===== src/rtl/code_sel_gen.sv =====
// code_sel_gen: debounced 3-bit code selector for a 3-8 decoder, with optional auto-scan.
// Latency: a stable switch change reaches code DEB_CYCLES+2 cycles after it is first sampled.
// Backpressure: none; free-running, all inputs sampled every cycle, all outputs registered.
// Ports: clk, rst (sync, active-high), sw_raw[2:0], btn_mode -> code[2:0], enable[2:0], auto_mode.
// Optional feature macro: CODE_SEL_AUTO_SCAN_EN enables the AUTO state, step counter and mode button.
module code_sel_gen #(
    parameter int DEB_CYCLES  = 1000000,
    parameter int STEP_CYCLES = 50000000
) (
    input  logic       clk,
    input  logic       rst,
    input  logic [2:0] sw_raw,
    input  logic       btn_mode,
    output logic [2:0] code,
    output logic [2:0] enable,
    output logic       auto_mode
);
    localparam int DW = $clog2(DEB_CYCLES + 1);
    localparam logic [DW-1:0] DEB_MAX = DW'(DEB_CYCLES);

    // ---------------- switch synchronizer + debouncer ----------------
    logic [2:0]    sw_s1, sw_s2, sw_cand, sw_deb;
    logic [DW-1:0] sw_cnt, sw_cnt_nxt;
    logic          sw_acc_nxt, sw_acc;

    // sw_cnt = number of consecutive samples equal to sw_cand, saturating at DEB_MAX.
    // Acceptance fires once, on the sample that brings the run to exactly DEB_MAX.
    always_comb begin
        sw_cnt_nxt = sw_cnt;
        if (sw_s2 != sw_cand)
            sw_cnt_nxt = DW'(1);
        else if (sw_cnt != DEB_MAX)
            sw_cnt_nxt = sw_cnt + 1'b1;
        sw_acc_nxt = (sw_cnt_nxt == DEB_MAX) && ((sw_s2 != sw_cand) || (sw_cnt != DEB_MAX));
    end

    always_ff @(posedge clk) begin
        if (rst) begin
            sw_s1   <= 3'b000;
            sw_s2   <= 3'b000;
            sw_cand <= 3'b000;
            sw_deb  <= 3'b000;
            sw_cnt  <= '0;
            sw_acc  <= 1'b0;
        end else begin
            sw_s1   <= sw_raw;
            sw_s2   <= sw_s1;
            sw_cand <= sw_s2;
            sw_cnt  <= sw_cnt_nxt;
            sw_acc  <= sw_acc_nxt;
            if (sw_acc_nxt)
                sw_deb <= sw_s2;
        end
    end

`ifdef CODE_SEL_AUTO_SCAN_EN
    // ---------------- mode button synchronizer + debouncer ----------------
    logic          b_s1, b_s2, b_cand, b_deb, mode_ev;
    logic [DW-1:0] b_cnt, b_cnt_nxt;
    logic          b_acc_nxt;

    always_comb begin
        b_cnt_nxt = b_cnt;
        if (b_s2 != b_cand)
            b_cnt_nxt = DW'(1);
        else if (b_cnt != DEB_MAX)
            b_cnt_nxt = b_cnt + 1'b1;
        b_acc_nxt = (b_cnt_nxt == DEB_MAX) && ((b_s2 != b_cand) || (b_cnt != DEB_MAX));
    end

    always_ff @(posedge clk) begin
        if (rst) begin
            b_s1    <= 1'b0;
            b_s2    <= 1'b0;
            b_cand  <= 1'b0;
            b_deb   <= 1'b0;
            b_cnt   <= '0;
            mode_ev <= 1'b0;
        end else begin
            b_s1    <= btn_mode;
            b_s2    <= b_s1;
            b_cand  <= b_s2;
            b_cnt   <= b_cnt_nxt;
            // only a debounced rising edge is a mode event
            mode_ev <= b_acc_nxt && b_s2 && !b_deb;
            if (b_acc_nxt)
                b_deb <= b_s2;
        end
    end

    // ---------------- step counter ----------------
    localparam int SW = (STEP_CYCLES > 1) ? $clog2(STEP_CYCLES) : 1;
    localparam logic [SW-1:0] STEP_LAST = SW'(STEP_CYCLES - 1);

    typedef enum logic [1:0] {IDLE = 2'd0, MANUAL = 2'd1, AUTO = 2'd2} state_t;
    state_t        state, state_nxt;
    logic [SW-1:0] step_cnt;
    logic          step_tick;

    assign step_tick = (state == AUTO) && (step_cnt == STEP_LAST);

    always_comb begin
        state_nxt = state;
        case (state)
            IDLE:    if (sw_acc)  state_nxt = MANUAL;
            MANUAL:  if (mode_ev) state_nxt = AUTO;
            AUTO:    if (mode_ev) state_nxt = MANUAL;
            default: state_nxt = IDLE;
        endcase
    end

    logic [2:0] code_nxt, enable_nxt;
    logic       auto_nxt;

    // A mode event leaves state_nxt != AUTO, so it always beats a coincident step tick.
    always_comb begin
        code_nxt = code;
        case (state_nxt)
            MANUAL:  code_nxt = sw_deb;
            AUTO:    if (step_tick) code_nxt = code + 1'b1;
            default: code_nxt = code;
        endcase
        enable_nxt = (state_nxt == IDLE) ? 3'b000 : 3'b100;
        auto_nxt   = (state_nxt == AUTO);
    end

    always_ff @(posedge clk) begin
        if (rst) begin
            state     <= IDLE;
            code      <= 3'b000;
            enable    <= 3'b000;
            auto_mode <= 1'b0;
            step_cnt  <= '0;
        end else begin
            state     <= state_nxt;
            code      <= code_nxt;
            enable    <= enable_nxt;
            auto_mode <= auto_nxt;
            // cleared on entry, on exit and on every tick; counts only while staying in AUTO
            if (state != AUTO || state_nxt != AUTO || step_tick)
                step_cnt <= '0;
            else
                step_cnt <= step_cnt + 1'b1;
        end
    end
`else
    // Button is kept on the port list but has no function in this build.
    logic btn_unused;
    assign btn_unused = btn_mode;

    typedef enum logic {IDLE = 1'b0, MANUAL = 1'b1} state_t;
    state_t     state, state_nxt;
    logic [2:0] code_nxt, enable_nxt;

    always_comb begin
        state_nxt = state;
        if (state == IDLE && sw_acc)
            state_nxt = MANUAL;
    end

    always_comb begin
        code_nxt   = (state_nxt == MANUAL) ? sw_deb : code;
        enable_nxt = (state_nxt == IDLE) ? 3'b000 : 3'b100;
    end

    always_ff @(posedge clk) begin
        if (rst) begin
            state  <= IDLE;
            code   <= 3'b000;
            enable <= 3'b000;
        end else begin
            state  <= state_nxt;
            code   <= code_nxt;
            enable <= enable_nxt;
        end
    end

    assign auto_mode = 1'b0;
`endif

endmodule


===== config.mk =====
export PLATFORM = sky130hd
export DESIGN_NAME = code_sel_gen
export DESIGN_NICKNAME = d
export VERILOG_FILES = /design/src/rtl/code_sel_gen.sv
export SDC_FILE = /design/constraint.sdc
export NUM_CORES = 1
export LEC_CHECK = 0
export ABC_CLOCK_PERIOD_IN_PS = 3200
export BUFFER_PORTS_ARGS = -buffer_cell sky130_fd_sc_hd__buf_2
export CORE_MARGIN = 2
export CORE_UTILIZATION = 45
export DETAILED_ROUTE_END_ITERATION = 7
export PLACE_DENSITY = 0.7
export SLEW_MARGIN = 40
export SYNTH_ARGS = -nofsm -noshare
export SYNTH_HDL_FRONTEND = slang
export SYNTH_SLANG_ARGS = --single-unit

===== constraint.sdc =====
create_clock -name clk -period 3.2 [get_ports clk]
set_input_delay 0.64 -clock clk [delete_from_list [all_inputs] [get_ports clk]]
set_output_delay 0.64 -clock clk [all_outputs]
set_load 0.05 [all_outputs]

==> flow_summary.yaml <==
run_status:
  status: "finished clean"
global_route:
  grt_pass1_wl_mm: 5.46
  overflow: 0
  grt_usage_pct: 16.1
  grt_max_degree: 21
  grt_antenna_before_repair: 0
  grt_pass1_vias: 1195
worst_hold_path:
  hold_depth: 1
  min_path_type: "flip-flop to flip-flop"
clock_tree:
  numCtsBuffers: 5
  cts_root_buf: "clkbuf_8"
  cts_hold_buffers: 0
  cts_tree: "done"
  worstSkewPairLatency_ps: 290
  cts_max_level: 2
  postCtsSetupBuffers: 0
  clk_pin_slew_ps: 70
  clock_path_buffers: 2
  cts_sinks: 37
  ctsResizeCount: 0
placement:
  dp_cells: 246
  place_congestion: 0.834
  dpl_cell_area_mm2: 0.00185
  dpl.hpwl_mm: 2.13
  portBuffers: 8
critical_path:
  crit_slowest_cell: "dfxtp_1"
  rr_endpoint: "sw_deb[2]$_SDFFE_PP0P_"
  max_stage_delay_ps: 460
  startpoint: "sw_cnt[0]$_SDFF_PP0_"
  cp_cell_sequence: "ha_1, and3_1, nand4_1, xnor2_1, a211oi_2, nand4_2, nor4_4, mux2_1"
  endpoint: "sw_deb[2]$_SDFFE_PP0P_"
  crit_path_end_kind: "flip-flop"
  reg2reg_slack_ps: 600
  crit_type: "flip-flop to flip-flop"
  worstPathRequired_ps: 3380
  cp_max_fo: 6
  critical_path_depth: 8
  r2r_start: "sw_cnt[0]$_SDFF_PP0_"
  crit_path_start_kind: "flip-flop"
  arrival_ps: 2780
  rr_worst_depth: 8
  crit_buf_inv: 0
  critPathTopFamily: "simple AND/OR/NAND/NOR gates"
power_and_ir_drop:
  leakagePower_nw: 0.740
  ir_worst_vdd_mv: 0.217
  power.density_mw_per_mm2: 468
synthesis:
  yosysWarningCount: 0
  ys.flop_type: "dfxtp_1"
  avgSynthCellArea_um2: 9.17
  yosysUniqueCellTypes: 41
  synth-edff-count: 0
  ys_seq_area_share_pct: 40.0
  ys_ff_latch: 37
  async_reset_ff_share_pct: 0
  syn_inst: 202
  netlist_area_mm2: 0.00185
layout:
  nNetsFinal: 211
  drive_gt1_share_pct: 13.2
  final_cells: 254
  layout_common_cells: "dfxtp_1, nor2_1, nor2b_1, xnor2_1, nand2_1"
  stdcell_area_mm2: 0.00196
  final_util_pct: 49.3
  area_growth_pct: 5.60
  num_antenna_cells: 0
  final_common_cell: "dfxtp_1"
drt:
  ant_nets: 0
  vias: 1287
  drc: 0
  wirelength_mm: 2.96
  drt_iter0_markers: 66
  first_pass_iters: 4
  via_per_inst: 5.07
  wire_per_inst_um: 11.7
flow_run:
  max-cap-violations: 0
sta:
  finalSetupViolations: 0
  fin_tns_setup_ps: 0
  tightestPinTransition_ps: 706
  final_hold_viol_count: 0
  rsz0062_at_grt: "no"
  slew_headroom_pct: 53.0
  slew_violations: 0
  skew_ps: 4.99
  period_share_pct: 81.3
  hold_ws_ps: 439
  min_period_ps: 2600
  fmax_ghz: 0.384
die:
  core_mm2: 0.00397
  initial_utilization_pct: 46.7
  rows: 23
  die_w_um: 68.2
  die_h_um: 68.2
  ios: 13
  die_area_mm2: 0.00465
==> metal layers <==
metal | global-route usage (%) | wire, um | vias to the layer above
met4 | 8.25 | 76 | 0
li1 | - | - | 676
met3 | 5.43 | 69 | 5
met2 | 24.4 | 1340 | 10
met5 | 0 | 0 | -
met1 | 20.4 | 1470 | 596
==> sequential cells by signal, indices dropped and copies added, names as in the netlist <==
name,count
sw_s1,3
enable,1
sw_acc,1
sw_cand,3
sw_s2,3
sw_cnt,20
code,3
sw_deb,3
==> layout make-up <==
type / count / area [um^2]
clock buffer: 6 / 72.6
sequential: 37 / 741
timing repair buffer: 8 / 40.0
inverter: 3 / 11.3
tap: 50 / 62.6
clock inverter: 2 / 38.8
multi-input combinational: 148 / 991
fill: 386 / 2010
==> worst min-delay path by stage <==
stage                              from             endpoint  slack, ps
finish              sw_s1[2]$_SDFF_PP0_  sw_s2[2]$_SDFF_PP0_        440
global route        sw_s1[1]$_SDFF_PP0_  sw_s2[1]$_SDFF_PP0_        460
CTS                 sw_s1[1]$_SDFF_PP0_  sw_s2[1]$_SDFF_PP0_        440
detailed placement  sw_s1[1]$_SDFF_PP0_  sw_s2[1]$_SDFF_PP0_        420
global placement    sw_s1[0]$_SDFF_PP0_  sw_s2[0]$_SDFF_PP0_        420
floorplan           sw_s1[0]$_SDFF_PP0_  sw_s2[0]$_SDFF_PP0_        410
==> per-stage QoR <==
step | power, mW | setup slack (ps)
3_5_place_dp | 0.526 | 584
3_3_place_gp | 0.526 | 585
2_1_floorplan | 0.523 | 792
6_report | 0.915 | 599
5_1_grt | 0.958 | 350
4_1_cts | 0.930 | 555
==> kinds of logic after synthesis <==
kind of cell / synth area share, %
mux: 2.36
other cells: 0.202
xor+xnor: 11.7
fa+ha+maj: 1.89
buf+inv: 6.95
flops: 40.0
compound gates: 4.52
simple gates: 32.3
==> synth_stat cells (all sizes together) (2+ instances only) <==
cell type,instances,area share (%)
o21ai,6,1.6
or4,3,1.2
and3,6,2.2
a21oi,7,1.9
nor3,5,1.4
xor2,9,4.3
and4,2,1.1
nor2b,15,5.1
nand4,7,3.5
inv,3,0.61
nand3,12,4.2
nand2,12,2.4
nor2,26,5.3
clkbuf,6,1.3
xnor2,15,7.5
nor4b,3,1.4
ha,2,1.4
mux2,3,1.8
or3,2,0.68
dfxtp,37,40
buf,10,5.1
==> worst reg2reg max path: stages (launching register included) <==
cell and delay [ps]:
dfxtp_1 460, ha_1 300, and3_1 310, nand4_1 140, xnor2_1 170, a211oi_2 200, nand4_2 180, nor4_4 390
mux2_1 350
==> power by group <==
group / leakage (nW) / internal, mW / switching [mW]
clock: 0.0554 / 0.234 / 0.166
sequential: 0.300 / 0.467 / 0.00631
combinational: 0.385 / 0.0125 / 0.0290
total: 0.740 / 0.714 / 0.201
(Power assumes the default switching activity.)
